File: src/rtl/morse_decoder_pkg.sv
// morse_decoder_pkg: shared S..Z Morse letter table, default bit divider and decoder FSM states
package morse_decoder_pkg;
  localparam int DEFAULT_TICK_DIV = 25_000_000;
  typedef enum logic [2:0] {
    LETTER_S, LETTER_T, LETTER_U, LETTER_V, LETTER_W, LETTER_X, LETTER_Y, LETTER_Z
  } letter_t;
  typedef enum logic [1:0] {IDLE, CAPTURE, DECODE} state_t;
  function automatic logic [15:0] letter_pattern(input letter_t code);
    case (code)
      LETTER_S: return 16'b1010100000000000;
      LETTER_T: return 16'b1110000000000000;
      LETTER_U: return 16'b1010111000000000;
      LETTER_V: return 16'b1010101110000000;
      LETTER_W: return 16'b1011101110000000;
      LETTER_X: return 16'b1110101011100000;
      LETTER_Y: return 16'b1110101110111000;
      default:  return 16'b1110111010100000;
    endcase
  endfunction
endpackage

File: src/rtl/morse_tick_gen.sv
// morse_tick_gen: loadable bit-period down-counter, one-clock tick each time it reaches zero
module morse_tick_gen #(
  parameter int TICK_DIV = 4,
  parameter int W = $clog2(TICK_DIV)
) (
  input  logic         clock,
  input  logic         reset,
  input  logic         load,
  input  logic         enable,
  input  logic [W-1:0] load_value,
  output logic         tick
);
  logic [W-1:0] count;
  assign tick = enable && count == '0;
  always_ff @(posedge clock)
    if (!reset) count <= '0;
    else if (load) count <= load_value;
    else if (enable) count <= tick ? W'(TICK_DIV - 1) : count - W'(1);
endmodule

File: src/rtl/morse_decoder.sv
// morse_decoder: samples a serial Morse line once per bit period and decodes letters S..Z
module morse_decoder
  import morse_decoder_pkg::*;
#(
  parameter int TICK_DIV = DEFAULT_TICK_DIV,
  parameter int GAP_TICKS = 3
) (
  input  logic       clock,
  input  logic       reset,
  input  logic       morse_in,
  output logic [2:0] letter,
  output logic       letter_valid,
  output logic       decode_error,
  output logic       busy
);
  localparam int W = $clog2(TICK_DIV);
  state_t state;
  letter_t code;
  logic sync_a, s_in, s_prev, overflow, tick, match, rise;
  logic [2:0] warm, zero_run, zero_nxt;
  logic [4:0] count, count_nxt;
  logic [15:0] pattern;
  // warm masks the false 0->1 seen while the reset-cleared synchroniser refills
  assign rise = s_in && !s_prev && warm[2];
  assign count_nxt = count + 5'd1;
  assign zero_nxt = s_in ? 3'd0 : zero_run + 3'd1;
  morse_tick_gen #(.TICK_DIV(TICK_DIV), .W(W)) u_tick (
    .clock(clock),
    .reset(reset),
    .load(state == IDLE && rise),
    .enable(state == CAPTURE),
    .load_value(W'(TICK_DIV / 2 - 1)),
    .tick(tick)
  );
  always_comb begin
    match = 1'b0;
    code = LETTER_S;
    for (int i = 0; i < 8; i++)
      if (pattern == letter_pattern(letter_t'(i))) begin
        match = 1'b1;
        code = letter_t'(i);
      end
  end
  always_ff @(posedge clock)
    if (!reset) {sync_a, s_in, s_prev, warm} <= '0;
    else {sync_a, s_in, s_prev, warm} <= {morse_in, sync_a, s_in, warm[1:0], 1'b1};
  always_ff @(posedge clock)
    if (!reset) begin
      state <= IDLE;
      letter <= '0;
      letter_valid <= 1'b0;
      decode_error <= 1'b0;
      busy <= 1'b0;
      pattern <= '0;
      count <= '0;
      zero_run <= '0;
      overflow <= 1'b0;
    end else begin
      letter_valid <= 1'b0;
      decode_error <= 1'b0;
      case (state)
        IDLE:
          if (rise) begin
            pattern <= '0;
            count <= '0;
            zero_run <= '0;
            overflow <= 1'b0;
            busy <= 1'b1;
            state <= CAPTURE;
          end
        CAPTURE:
          if (tick) begin
            pattern[~count[3:0]] <= s_in;
            count <= count_nxt;
            zero_run <= zero_nxt;
            if (zero_nxt == 3'(GAP_TICKS)) state <= DECODE;
            else if (count_nxt == 5'd16) begin
              overflow <= 1'b1;
              state <= DECODE;
            end
          end
        default: begin
          if (match && !overflow) begin
            letter <= code;
            letter_valid <= 1'b1;
          end else decode_error <= 1'b1;
          busy <= 1'b0;
          state <= IDLE;
        end
      endcase
    end
endmodule
File: config.mk
export PLATFORM = sky130hd
export DESIGN_NAME = morse_decoder
export DESIGN_NICKNAME = d
export VERILOG_FILES = /design/src/rtl/morse_decoder_pkg.sv /design/src/rtl/morse_tick_gen.sv /design/src/rtl/morse_decoder.sv
export SDC_FILE = /design/constraint.sdc
export NUM_CORES = 1
export LEC_CHECK = 0
export CAP_MARGIN = 20
export CORE_MARGIN = 1.5
export CORE_UTILIZATION = 34
export DETAILED_ROUTE_END_ITERATION = 12
export DONT_BUFFER_PORTS = 1
export MAX_ROUTING_LAYER = met4
export PLACE_DENSITY = 0.49
export SYNTH_ARGS = -nofsm -noshare
export SYNTH_HDL_FRONTEND = slang
export SYNTH_HIERARCHICAL = 1
export SYNTH_SLANG_ARGS = --single-unit
File: constraint.sdc
create_clock -name clock -period 7.5 [get_ports clock]
set_input_delay 1.5 -clock clock [delete_from_list [all_inputs] [get_ports clock]]
set_output_delay 1.5 -clock clock [all_outputs]
set_load 0.005 [all_outputs]
==> After elaboration in Yosys (flattened, before gate mapping) <==
Index checks and enable logic that the tools add are counted.
{ "totals": {"reg_bits": 64, "out_inout_bits": 6} }
{ "classes": {"n_addsub": 3, "n_lt_le_gt_ge": 2, "n_eq_ne": 16, "mux": 46, "bitwise": 4, "n_reduce_logical": 20} }
{ "op_table": {"columns": ["cell", "count"], "rows": [
  ["$eq 16x16->1 const B", 8],
  ["$mux 24", 2],
  ["$mux 16", 2],
  ["$pmux 16 s2", 1],
  ["$mux 3", 9],
  ["$logic_not 25->1", 1],
  ["$mux 25", 1],
  ["$sub 25x1->25 const B", 1],
  ["$mux 1", 18],
  ["$bwmux 16", 1],
  ["$mux 5", 2],
  ["$pmux 5 s2", 1],
  ["$mux 2", 4],
  ["$ne 2x2->1 const B", 4],
  ["$logic_and 1x1->1", 6],
  ["$pmux 3 s2", 1],
  ["$reduce_and 3->1", 2],
  ["$add 5x1->5 const B", 1],
  ["$eq 5x5->1 const B", 1],
  ["$lt 4x5->1 const B", 1],
  ["$reduce_and 5->1", 1],
  ["$demux 1 s4", 1],
  ["$ge 4x1->1 const B", 1],
  ["$not 4->4", 1],
  ["other kinds (13)", 20]
]} }

==> Depth between registers and ports, before layout <==
{ "depth": {"ltp_word": 11, "depth_mapped": 12, "mapped_depth_nobuf": 9} }

==> Cells and area by module <==
Netlist, hierarchy kept.
{ "modules_own_cells": {"columns": ["mod", "instances", "cells_per_inst", "area_each_um2", "seq_area_each_um2"], "rows": [
  ["morse_decoder", 1, 250, 2037.0, 780.7],
  ["morse_tick_gen", 1, 224, 1677.9, 500.5]
]} }

==> Worst setup path after synthesis <==
OpenSTA, ideal clock, no wires.
{ "synth_timing": {"path_kind": "register -> register", "startpoint": "reg state[0]", "endpoint": "reg pattern[10]", "setup_ps": 71, "t_arrival_ps": 2553, "setup_slack_ps": 4877, "stages_incl_launch_ff": 12, "synth_period_minus_slack_ps": 2623, "path_cell_list": "dfxtp_1 > clkbuf_1 > and2b_1 > clkbuf_1 > nor2b_1 > nand4b_1 > nor3_1 > and3b_1 > clkbuf_1 > and3_1 > nand2_1 > a21oi_1"} }
{ "synth_between": {"elab_chain_cells": 4, "elab_cells_between_ends": 8, "cone_classes": "eq/ne (3); mux (1); reduce/logical (4)"} }
{ "synth_rtl": {"columns": ["item", "line_no", "text"], "rows": [
  ["start: declaration", "morse_decoder.sv:17", "state_t state;"],
  ["start signal: assignment", "morse_decoder.sv:49", "state <= IDLE;"],
  ["start signal: assignment", "morse_decoder.sv:69", "state <= CAPTURE;"],
  ["start signal: assignment", "morse_decoder.sv:76", "if (zero_nxt == 3'(GAP_TICKS)) state <= DECODE;"],
  ["$eq 2x1->1", "morse_decoder.sv:31", ".enable(state == CAPTURE),"],
  ["$logic_and 1x1->1", "morse_tick_gen.sv:14", "assign tick = enable && count == '0;"],
  ["net tick", "morse_decoder.sv:19", "logic sync_a, s_in, s_prev, overflow, tick, match, rise;"],
  ["$ne 2x2->1 (no source line)", null, null],
  ["$reduce_and 3->1 (no source line)", null, null],
  ["end signal: indexed assignment", "morse_decoder.sv:73", "pattern[~count[3:0]] <= s_in;"],
  ["end: declaration", "morse_decoder.sv:22", "logic [15:0] pattern;"]
]} }
The timed path passes the listed nets, and every way through them passes these cells.
A chain may end at the register's enable or synchronous reset.

==> results_dict.tcl <==
set metrics [dict create \
    outcome "completed" \
    critPathLaunchType "register" \
    grt_usage 0.1871 \
    routabilityCongestion 0.7932 \
    final.period_utilization 0.4654 \
    core_sq_um 10460 \
    drt-total-wl_mm 9.834 \
    cts_resized 0 \
    ir_drop_v 0.00009167 \
    synth_common_cells "dfxtp_1, nand2_1, a21oi_1, nor3_1, o21ai_0" \
    first_global_vias 3165 \
    fmax_ghz 0.2865 \
    num_antenna_cells 0 \
    instances_no_fill 632 \
    dr.pass1.iters 4 \
    clk_latency_ns 0.35 \
    worstPathMaxFanout 33 \
    wl_met2_mm 4.158 \
    ys_seq_elements 64 \
    cts_tree "yes" \
    async_flop_share 0 \
    port_buffers 0 \
    cts_root_buf "clkbuf_8" \
    fp.dieW_um 107.5 \
    critPathSlowestCell "dfxtp_1" \
    crit_chain "and2b_1, buf_4, nor2b_1, nand4b_1, nor3_1, and3b_1, a21oi_1, buf_4, a21o_1, a21oi_1, nor2_1" \
    synth_top_area_frac 0.3449 \
    min_path_type "reg2reg" \
    post_cts_buffers 0 \
    worst_clock_skew_ns 0.007145 \
    max_stage_delay_ns 0.64 \
    layout-drive-gt1-share 0.06048 \
    drc 0 \
    worst_hold_slack_ns 0.4363 \
    drv_cap 0 \
    syn_area_sq_um 3715 \
    min_path_cells 1 \
    ant_nets 0 \
    path_delay_family "simple AND/OR/NAND/NOR gates" \
    r2r_slack_ns 4.01 \
    ios 9 \
    report.final.slew_viol_count 0 \
    hpwl_mm 6.703 \
    r2r_cells 11 \
    critPathBufInv 2 \
    slew_headroom 0.3776 \
    critPathKind "reg2reg" \
    num-fill-cells 1109 \
    postSynthAreaPerCell_sq_um 7.837 \
    min_to "s_in$_SDFF_PN0_" \
    clkSinkCount 64 \
    top_layer "met4" \
    synthTopCellsByArea "dfxtp_1, nand2_1, a21oi_1, nor3_1, o21ai_0" \
    grt_setup_unrepaired "false" \
    hold_violations 0 \
    rows 37 \
    synth_cell_types 61 \
    final-setup-viol-count 0 \
    via_count 3403 \
    rr_endpoint "count[4]$_SDFFE_PN0P_" \
    min_period_ns 3.490 \
    yosysMostFrequentCell "dfxtp_1" \
    chipHeight_um 107.5 \
    yosysTopAreaCell "dfxtp_1" \
    dieArea_sq_um 11560 \
    cts_hold_buf 0 \
    cts_max_level 3 \
    antenna_found_initial 0 \
    r2r_start "state[0]$_SDFFE_PN0P_" \
    avgViaCountPerCell 5.384 \
    synth_flop_cell "dfxtp_1" \
    ys_seq_area_frac 0.3449 \
    drtIter0Drc 231 \
    routed-wl-met3_um 355 \
    wl_per_cell_um 15.56 \
    crit_path_end_kind "register" \
    fin_total_pwr_uw 798.5 \
    synth-edff-count 0 \
    wirelength_met1_mm 5.221 \
    grt-ovfl-total 0 \
    path_clk_slew_ns 0.08 \
    grt_pass1_wl_mm 16.53 \
    cp.required_ns 7.70 \
    p_leak_nw 1.524 \
    fin_nets 501 \
    clk_path_buf_depth 2 \
    dp.cells 616 \
    arrival_ns 3.69 \
    finalSetupTns_ns 0 \
    cts_made_buffers 9 \
    ys.warnings.count 6 \
    power_density_nw_per_um2 192.3 \
    syn-instance-count 474 \
    grt_max_degree 34 \
    holdCritStartpoint "sync_a$_SDFF_PN0_" \
    initial_core_util 0.3551 \
    syn2layout_area_growth_pct 11.79 \
    tightest_slew_ns 0.9326 \
]
cell type report:
class | instances | area [sq um] | area share
tap | 136 | 170.2 | 0.04098
clock inverter | 6 | 115.1 | 0.02772
sequential | 64 | 1281 | 0.3085
multi-input combinational | 401 | 2381 | 0.5734
clock buffer | 10 | 137.6 | 0.03314
inverter | 12 | 45.04 | 0.01085
timing repair buffer | 3 | 22.52 | 0.005423
routing by layer:
| metal | up-vias | GRT usage |
|---|---|---|
| met2 | 47 | 0.2662 |
| met5 | - | - |
| li1 | 1763 | - |
| met3 | 7 | 0.03087 |
| met4 | 0 | 0.06109 |
| met1 | 1586 | 0.2684 |
registers in the layout (all words and copies together), names as in the netlist:
signal	cells
u_tick/count	25
pattern	16
count	5
letter	3
warm	3
zero_run	3
state	2
busy	1
decode_error	1
letter_valid	1
overflow	1
s_in	1
s_prev	1
sync_a	1
report_power, final:
part | internal (mW) | total, mW | switching, mW
sequential | 0.344 | 0.350 | 0.00556
combinational | 0.0260 | 0.0685 | 0.0425
clock | 0.232 | 0.380 | 0.148
total | 0.602 | 0.798 | 0.196
per-stage QoR:
step	area, sq um	setup slack [ns]	util
floorplan	3820	4.877	-
global placement	3900	4.292	0.3728
detailed placement	3900	4.093	0.3728
CTS	4153	4.082	0.3969
global route	4153	3.768	0.3969
finish	4153	4.010	0.3969
cells in the final DEF, fill, tap and decap left out, types with 8 or more instances in the layout:
| master | count |
|---|---|
| a21boi_0 | 16 |
| a21oi_1 | 34 |
| and2_1 | 10 |
| and3_1 | 13 |
| clkbuf_8 | 10 |
| conb_1 | 30 |
| dfxtp_1 | 64 |
| inv_1 | 12 |
| nand2_1 | 53 |
| nand3_1 | 15 |
| nor2_1 | 24 |
| nor3_1 | 31 |
| nor4_1 | 10 |
| o21ai_0 | 29 |
| o31ai_1 | 8 |
| or3_1 | 8 |
how the worst max path moves through the flow:
stage,start,end,cells after the start
2_1_floorplan,state[0]$_SDFFE_PN0P_,pattern[10]$_SDFFE_PN0P_,11
3_3_place_gp,state[0]$_SDFFE_PN0P_,count[4]$_SDFFE_PN0P_,11
3_5_place_dp,state[0]$_SDFFE_PN0P_,count[4]$_SDFFE_PN0P_,11
4_1_cts,state[0]$_SDFFE_PN0P_,count[4]$_SDFFE_PN0P_,11
5_1_grt,state[0]$_SDFFE_PN0P_,count[4]$_SDFFE_PN0P_,11
6_report,state[0]$_SDFFE_PN0P_,count[4]$_SDFFE_PN0P_,11
worst reg2reg max path: cells and delay by family (launching register included):
family	cells	cell delay, ns
and+or+nand+nor	6	1.73
DFF	1	0.64
buffers and inverters	2	0.54
AOI/OAI and AO/OA	3	0.43
cells by family after synthesis:
logic type | share of synthesized area
other cells | 0.002022
xor+xnor | 0.02122
fa+ha+maj | 0.02358
flops | 0.3449
simple gates | 0.3173
mux | 0.01078
compound gates | 0.2378
buf+inv | 0.04244
Note: power is estimated with default switching activity, not from simulation.
